### config.mk
export PLATFORM = sky130hd
export DESIGN_NAME = edge_launch_tx
export DESIGN_NICKNAME = d
export VERILOG_FILES = /design/src/rtl/edge_link_pkg.sv /design/src/rtl/sat_updown_counter.sv /design/src/rtl/edge_launch_tx.sv
export SDC_FILE = /design/constraint.sdc
export NUM_CORES = 1
export LEC_CHECK = 0
export BUFFER_PORTS_ARGS = -buffer_cell sky130_fd_sc_hd__buf_2
export CAP_MARGIN = 20
export CORE_AREA = 3 3 40 42
export CTS_BUF_LIST = sky130_fd_sc_hd__clkbuf_4 sky130_fd_sc_hd__clkbuf_8
export DETAILED_ROUTE_END_ITERATION = 12
export DIE_AREA = 0 0 43 45
export GPL_ROUTABILITY_DRIVEN = 0
export PLACE_DENSITY_LB_ADDON = 0.2
export SYNTH_ARGS = -nofsm -noshare
export SYNTH_HDL_FRONTEND = slang
export SYNTH_SLANG_ARGS = --single-unit
### constraint.sdc
create_clock -name SYNC_CLK_IN -period 5.82 [get_ports SYNC_CLK_IN]
set_input_delay 0.582 -clock SYNC_CLK_IN [delete_from_list [all_inputs] [get_ports SYNC_CLK_IN]]
set_output_delay 0.582 -clock SYNC_CLK_IN [all_outputs]
set_load 0.01 [all_outputs]
### src/rtl/edge_link_pkg.sv
`default_nettype none
// ============================================================================
// Module   : edge_link_pkg
// Purpose  : Shared types and defaults for the edge launch / edge detect link.
// Revision : 1.0 - initial release
// ============================================================================
package edge_link_pkg;

    localparam int c_def_hold_cycles = 4;
    localparam int c_def_pend_w      = 4;

    typedef enum logic [0:0] {
        IDLE = 1'b0,
        HOLD = 1'b1
    } link_state_e;

    // Width of a counter that must hold HOLD_CYCLES-1.
    function automatic int hold_w(input int cycles);
        return (cycles <= 2) ? 1 : $clog2(cycles);
    endfunction

endpackage
`default_nettype wire

### src/rtl/sat_updown_counter.sv
`default_nettype none
// ============================================================================
// Module   : sat_updown_counter
// Purpose  : Saturating up/down counter; flags an increment lost at full scale.
// Revision : 1.0 - initial release
// ============================================================================
module sat_updown_counter #(
    parameter int WIDTH = 4
) (
    input  logic             clk,
    input  logic             rst,
    input  logic             i_inc,
    input  logic             i_dec,
    output logic [WIDTH-1:0] o_count,
    output logic             o_dropped
);

    localparam logic [WIDTH-1:0] c_max = '1;

    logic [WIDTH-1:0] r_count_q;
    logic [WIDTH-1:0] w_count_d;

    // Simultaneous inc and dec cancel, so a full counter can still accept one.
    always_comb begin
        w_count_d = r_count_q;
        o_dropped = 1'b0;
        if (i_inc && !i_dec) begin
            if (r_count_q == c_max) begin
                o_dropped = 1'b1;
            end else begin
                w_count_d = r_count_q + 1'b1;
            end
        end else if (i_dec && !i_inc && (r_count_q != '0)) begin
            w_count_d = r_count_q - 1'b1;
        end
    end

    always_ff @(posedge clk) begin
        if (rst) begin
            r_count_q <= '0;
        end else begin
            r_count_q <= w_count_d;
        end
    end

    assign o_count = r_count_q;

endmodule
`default_nettype wire

### src/rtl/edge_launch_tx.sv
`default_nettype none
// ============================================================================
// Module   : edge_launch_tx
// Purpose  : Turns event strobes into spaced transitions on one toggle line.
// Revision : 1.0 - initial release
// ============================================================================
module edge_launch_tx
    import edge_link_pkg::*;
#(
    parameter int HOLD_CYCLES = c_def_hold_cycles,
    parameter int PEND_W      = c_def_pend_w
) (
    input  logic              SYNC_CLK_IN,
    input  logic              RESET_IN,
    input  logic              EVENT_IN,
    input  logic              ENABLE_IN,
    input  logic              CLEAR_OVF_IN,
    output logic              EDGE_OUT,
    output logic              BUSY_OUT,
    output logic [PEND_W-1:0] PENDING_OUT,
    output logic              OVERFLOW_OUT
);

    localparam int                  c_hold_w    = hold_w(HOLD_CYCLES);
    localparam logic [c_hold_w-1:0] c_hold_load = c_hold_w'(HOLD_CYCLES - 1);

    link_state_e         r_state_q, w_state_d;
    logic [c_hold_w-1:0] r_hold_q,  w_hold_d;
    logic                r_edge_q,  w_edge_d;
    logic                r_busy_q,  w_busy_d;
    logic                r_ovf_q,   w_ovf_d;

    logic                w_launch;
    logic                w_dropped;
    logic [PEND_W-1:0]   w_pend;

    sat_updown_counter #(
        .WIDTH (PEND_W)
    ) u_pend_cnt (
        .clk       (SYNC_CLK_IN),
        .rst       (RESET_IN),
        .i_inc     (EVENT_IN),
        .i_dec     (w_launch),
        .o_count   (w_pend),
        .o_dropped (w_dropped)
    );

    // Launch uses the registered count only, so a same-cycle event waits a clock.
    assign w_launch = ENABLE_IN && (w_pend != '0) &&
                      ((r_state_q == IDLE) || (r_hold_q == '0));

    always_comb begin
        w_state_d = r_state_q;
        w_hold_d  = r_hold_q;
        w_edge_d  = r_edge_q;
        case (r_state_q)
            IDLE: begin
                if (w_launch) begin
                    w_edge_d  = ~r_edge_q;
                    w_hold_d  = c_hold_load;
                    w_state_d = HOLD;
                end
            end
            HOLD: begin
                if (r_hold_q != '0) begin
                    w_hold_d = r_hold_q - 1'b1;
                end else if (w_launch) begin
                    w_edge_d = ~r_edge_q;
                    w_hold_d = c_hold_load;
                end else begin
                    w_state_d = IDLE;
                end
            end
            default: begin
                w_state_d = IDLE;
            end
        endcase
        w_busy_d = (w_state_d == HOLD);
        // A fresh drop outranks a clear arriving in the same cycle.
        if (w_dropped) begin
            w_ovf_d = 1'b1;
        end else if (CLEAR_OVF_IN) begin
            w_ovf_d = 1'b0;
        end else begin
            w_ovf_d = r_ovf_q;
        end
    end

    always_ff @(posedge SYNC_CLK_IN) begin
        if (RESET_IN) begin
            r_state_q <= IDLE;
            r_hold_q  <= '0;
            r_edge_q  <= 1'b0;
            r_busy_q  <= 1'b0;
            r_ovf_q   <= 1'b0;
        end else begin
            r_state_q <= w_state_d;
            r_hold_q  <= w_hold_d;
            r_edge_q  <= w_edge_d;
            r_busy_q  <= w_busy_d;
            r_ovf_q   <= w_ovf_d;
        end
    end

    assign EDGE_OUT     = r_edge_q;
    assign BUSY_OUT     = r_busy_q;
    assign PENDING_OUT  = w_pend;
    assign OVERFLOW_OUT = r_ovf_q;

endmodule
`default_nettype wire

Word level (Yosys, flattened, before mapping)
Cells that the tools add are included.
- register bits: 9
- output and inout port bits: 7
- word-level logic and storage cells: 43
- $add $sub $neg: 3
- equality and inequality tests: 3
- multiplexer cells: 16
- bitwise gates (word level): 2
- reduce and logical (&&, ||, !) cells: 14
- operators with widths (kind ; number):
    4-bit 2-to-1 mux ; 3
    1-bit 2-to-1 mux ; 8
    2-bit nonzero test ; 3
    1-bit logical AND ; 5
    4-bit by 1-bit adder with 4-bit output, second input constant ; 1
    4-bit equality test, second input constant ; 1
    2-bit 2-to-1 mux ; 2
    2-bit inequality test, second input constant ; 2
    1-bit one-hot mux with 2 select lines ; 2
    2-bit one-hot mux with 2 select lines ; 1
    4-bit nonzero test ; 1
    4-bit by 1-bit subtractor with 4-bit output, second input constant ; 1
    1-bit logical NOT ; 2
    2-bit logical NOT ; 1
    1-bit NOT ; 2
    2-bit AND reduction ; 1
    2-bit by 1-bit subtractor with 2-bit output, second input constant ; 1
    1-bit logical OR ; 1

Depth between registers and ports, before layout
- depth after elaboration: 7
- depth in mapped cells: 7

Hierarchy
Synthesis repeated with hierarchy kept, for this count alone.
- cells, all modules: 49
- area total of the unflattened synthesis: 493.0 um^2
- by module, submodules not included (module ; instances ; cells an instance ; area each (um^2)):
    sat_updown_counter ; 1 ; 28 ; 272.8
    edge_launch_tx ; 1 ; 21 ; 220.2

Worst setup path before layout
Ideal clock, no wire load.
- path type: flip-flop to flip-flop
- start: register u_pend_cnt.r_count_q[0], in the netlist u_pend_cnt.o_count[0]
- end: register u_pend_cnt.r_count_q[3], in the netlist u_pend_cnt.o_count[3]
- library setup time: 123 ps
- data arrival time: 2218 ps
- required time: 5697 ps
- path slack: 3478 ps
- cell stages (with the launch flop): 8
- clock period less this slack: 2342 ps
- path through: dfxtp_1 o41ai_4 o21ai_2 ha_1 a21o_1 a211o_1 o32ai_2 mux2_1
- longest elaborated chain between the ends: 7
- elaborated cells between the ends (all ways): 16
- those cells by class: 2 x add/sub; 2 x eq/ne; 3 x mux; 9 x reduce/logical
- RTL lines (item ; RTL line ; text):
    start: declaration ; sat_updown_counter.sv:20 ; logic [WIDTH-1:0] r_count_q;
    start signal: assignment ; sat_updown_counter.sv:42 ; r_count_q <= w_count_d;
    4-bit nonzero test ; sat_updown_counter.sv:33, edge_launch_tx.sv:49 ;
    1-bit logical AND (2 in series) ; edge_launch_tx.sv:49 ; assign w_launch = ENABLE_IN && (w_pend != '0) &&
    1-bit logical NOT / 1-bit logical AND (equally long branches) ; sat_updown_counter.sv:27, sat_updown_counter.sv:33 ;
    1-bit logical AND, on equally long branches ; sat_updown_counter.sv:27, sat_updown_counter.sv:33 ;
    2-bit inequality test (no line) / 2-bit nonzero test (equally long branches) ; - ;
    2-bit AND reduction (no line) ; - ;
Several ways; a longest one is shown, not always the timed one. The select of a mux whose other input is x is not followed.
A chain may end at the register's enable or synchronous reset.

Worst setup path in the final report
Ends and elaborated chain as after synthesis.

==> insert_results.sql <==
INSERT INTO impl_metrics (metric_group, metric, value, unit) VALUES
('outcome', 'result_of_the_run', 'finished, final reports clean', ''),
('placed_design', 'placement.io_buffers', '11', ''),
('clock_network', 'tritoncts', 'built', ''),
('power', 'power.density', '498', 'nW/um2'),
('timing', 'final.setup_skew', '3.95', 'ps'),
('floorplan', 'dieHeight', '45', 'um'),
('logic_synthesis', 'synth_top_area_share', '34.5', '%'),
('global_route', 'globalRoute.totalOverflow', '0', ''),
('power', 'vdd.ir_drop.worst', '179', 'uV'),
('clock_network', 'post_cts.resized_instances', '0', ''),
('clock_network', 'maximum_level_of_the_cts_h_tree', '1', ''),
('routing', 'drc_errors', '0', ''),
('routing', 'avgViaCountPerCell', '5.34', ''),
('worst_hold_path', 'hold_path.class', 'flip-flop to flip-flop', ''),
('setup_path', 'crit_required', '5970', 'ps'),
('setup_path', 'crit_type', 'flip-flop to flip-flop', ''),
('global_route', 'groute.layer.met3.usage', '5.98', '%'),
('timing', 'timing.final.max_slew_violations', '0', ''),
('power', 'p_leak', '0.287', 'nW'),
('logic_synthesis', 'synth_most_common_cell', 'sky130_fd_sc_hd__dfxtp_1', ''),
('logic_synthesis', 'synthesis.nets', '59', ''),
('logic_synthesis', 'synth_largest_area_cell', 'sky130_fd_sc_hd__dfxtp_1', ''),
('timing', 'min_period_over_period', '41.8', '%'),
('floorplan', 'rows', '13', ''),
('timing', 'min_period', '2430', 'ps'),
('logic_synthesis', 'syn_area_per_cell', '10.2', 'um2'),
('timing', 'fmax', '0.411', 'GHz'),
('clock_network', 'cts.hold.buffers_added', '0', ''),
('clock_network', 'cts-buffers-inserted', '3', ''),
('global_route', 'number_of_antenna_violations_at_the_first_check_in_global_routing', '0', ''),
('finish', 'fillCellCount', '120', ''),
('setup_path', 'cp_max_fo', '8', ''),
('global_route', 'grt_use_met2', '17.7', '%'),
('finish', 'design.final.nets', '74', ''),
('clock_network', 'clock_sinks', '9', ''),
('routing', 'route.vias.total', '427', ''),
('global_route', 'via_count_of_the_first_global_routing_pass', '368', ''),
('logic_synthesis', 'ys_ff_latch', '9', ''),
('logic_synthesis', 'async_reset_ff_share', '0', '%'),
('clock_network', 'cts_clk_pin_slew_worst_paths', '60', 'ps'),
('logic_synthesis', 'yosys_warnings', '0', ''),
('timing', 'setup_viol', '0', ''),
('clock_network', 'postCtsSetupRepairBufs', '0', ''),
('routing', 'detailedRoute.firstIterationViolations', '4', ''),
('finish', 'antenna_cells', '0', ''),
('logic_synthesis', 'post_synth_main_area_contributors', 'sky130_fd_sc_hd__dfxtp_1 35%, sky130_fd_sc_hd__o41ai_4 5.3%, sky130_fd_sc_hd__ha_1 4.8%', ''),
('global_route', 'top_usage_layer', 'met2', ''),
('setup_path', 'setup.reg_to_reg.worst_slack', '3390', 'ps'),
('finish', 'final_layout_size_suffix_gt1_share', '33.8', '%'),
('timing', 'grt_setup_unrepaired', 'no', ''),
('floorplan', 'dieArea', '1940', 'um2'),
('global_route', 'grt_pass1_wl', '1660', 'um'),
('placed_design', 'post-dp-hpwl', '707', 'um'),
('routing', 'detail_route.first_pass.iterations', '5', ''),
('clock_network', 'ctsLongestPathBuffers', '2', ''),
('global_route', 'groute.usage.overall', '11.8', '%'),
('setup_path', 'worst-endpoint-arrival', '2580', 'ps'),
('finish', 'area_growth_syn_to_layout', '19.2', '%'),
('global_route', 'grt_max_degree', '14', ''),
('timing', 'timing.max_slew.rel_slack', '75.3', '%'),
('floorplan', 'design.core.area', '1280', 'um2'),
('logic_synthesis', 'synth_enable_flop_cells', '0', ''),
('power', 'finalPower', '310', 'uW'),
('run', 'timing.max_cap.violations', '0', ''),
('logic_synthesis', 'synth_cell_type_count', '29', ''),
('timing', 'totalNegativeSetupSlack', '0', 'ps'),
('floorplan', 'ios', '12', ''),
('setup_path', 'timing.critical_path.to_type', 'flip-flop', ''),
('routing', 'detail_route.wl_per_cell', '12.1', 'um'),
('logic_synthesis', 'synth_top_flop_cell', 'sky130_fd_sc_hd__dfxtp_1', ''),
('setup_path', 'startpoint_type', 'flip-flop', '');
-- power breakdown --
part / total, mW / switching, mW / leakage [nW] / internal, mW
sequential: 0.120 / 0.0365 / 0.0743 / 0.0838
clock: 0.0540 / 0.0228 / 0.0184 / 0.0312
combinational: 0.135 / 0.0622 / 0.195 / 0.0731
-- sequential cells by signal, summed over array words and instances (netlist names) --
register            cells
EDGE_OUT                1
BUSY_OUT                1
OVERFLOW_OUT            1
u_pend_cnt.o_count      4
r_hold_q                2
-- final cells by class --
cell class	count	area (um2)	area share (%)
multi-input combinational	40	334	53.7
sequential	9	180	29.0
timing repair buffer	11	55.1	8.85
clock buffer	4	30.0	4.83
tap	15	18.8	3.02
inverter	1	3.75	0.604
-- stage by stage --
stage / cells / util [%] / setup slack (ps) / hold WS, ps
6_report: 80 / 48.4 / 3390 / 489
5_1_grt: 80 / 48.4 / 3230 / 507
4_1_cts: 80 / 48.4 / 3360 / 498
3_5_place_dp: 76 / 46.1 / 3360 / 482
3_3_place_gp: 76 / 46.1 / 3390 / 468
2_1_floorplan: 51 / - / 3480 / 510
-- layout by cell type (no fill, tap or decap), types with 2 or more instances in the layout --
cell	netlist	layout
sky130_fd_sc_hd__nand2b_1	2	2
sky130_fd_sc_hd__dfxtp_1	9	9
sky130_fd_sc_hd__buf_2	0	11
sky130_fd_sc_hd__nor2_1	6	6
sky130_fd_sc_hd__o21ai_0	2	2
sky130_fd_sc_hd__a21oi_1	4	4
sky130_fd_sc_hd__ha_1	2	2
sky130_fd_sc_hd__clkbuf_4	0	4
sky130_fd_sc_hd__nor2b_1	3	3
sky130_fd_sc_hd__mux2_2	2	2
-- cell families after synthesis --
family	count (synthesis)	share of synthesized area, %
adder cells (fa/ha/maj)	3	8.63
multiplexers	5	11.3
XOR/XNOR	2	3.36
buffers and inverters	2	1.44
flip-flops	9	34.5
AND/OR/NAND/NOR	16	17.0
AO/OA/AOI/OAI	14	23.7
-- worst paths after layout --
check / start / endpoint / cells past startpoint
hold reg to reg: OVERFLOW_OUT$_SDFFE_PP0P_ / OVERFLOW_OUT$_SDFFE_PP0P_ / 2
setup reg to reg: u_pend_cnt.o_count[0]$_SDFFE_PP0P_ / u_pend_cnt.o_count[3]$_SDFFE_PP0P_ / 7
setup / recovery: u_pend_cnt.o_count[0]$_SDFFE_PP0P_ / u_pend_cnt.o_count[3]$_SDFFE_PP0P_ / 7
hold / removal: OVERFLOW_OUT$_SDFFE_PP0P_ / OVERFLOW_OUT$_SDFFE_PP0P_ / 2
-- critical path: stages, from the launching register on --
cell,delay [ps]
sky130_fd_sc_hd__dfxtp_1,400
sky130_fd_sc_hd__o41ai_4,480
sky130_fd_sc_hd__o21ai_2,190
sky130_fd_sc_hd__ha_1,300
sky130_fd_sc_hd__a21o_1,190
sky130_fd_sc_hd__a211o_1,300
sky130_fd_sc_hd__o32ai_2,120
sky130_fd_sc_hd__mux2_1,340
-- per-layer routing --
layer	share of wire [%]	routed length (um)
met1	49	471
met2	42	405
met3	8.3	80
met4	1.0	10
met5	0	0
Power figures use the tool's default switching activity.
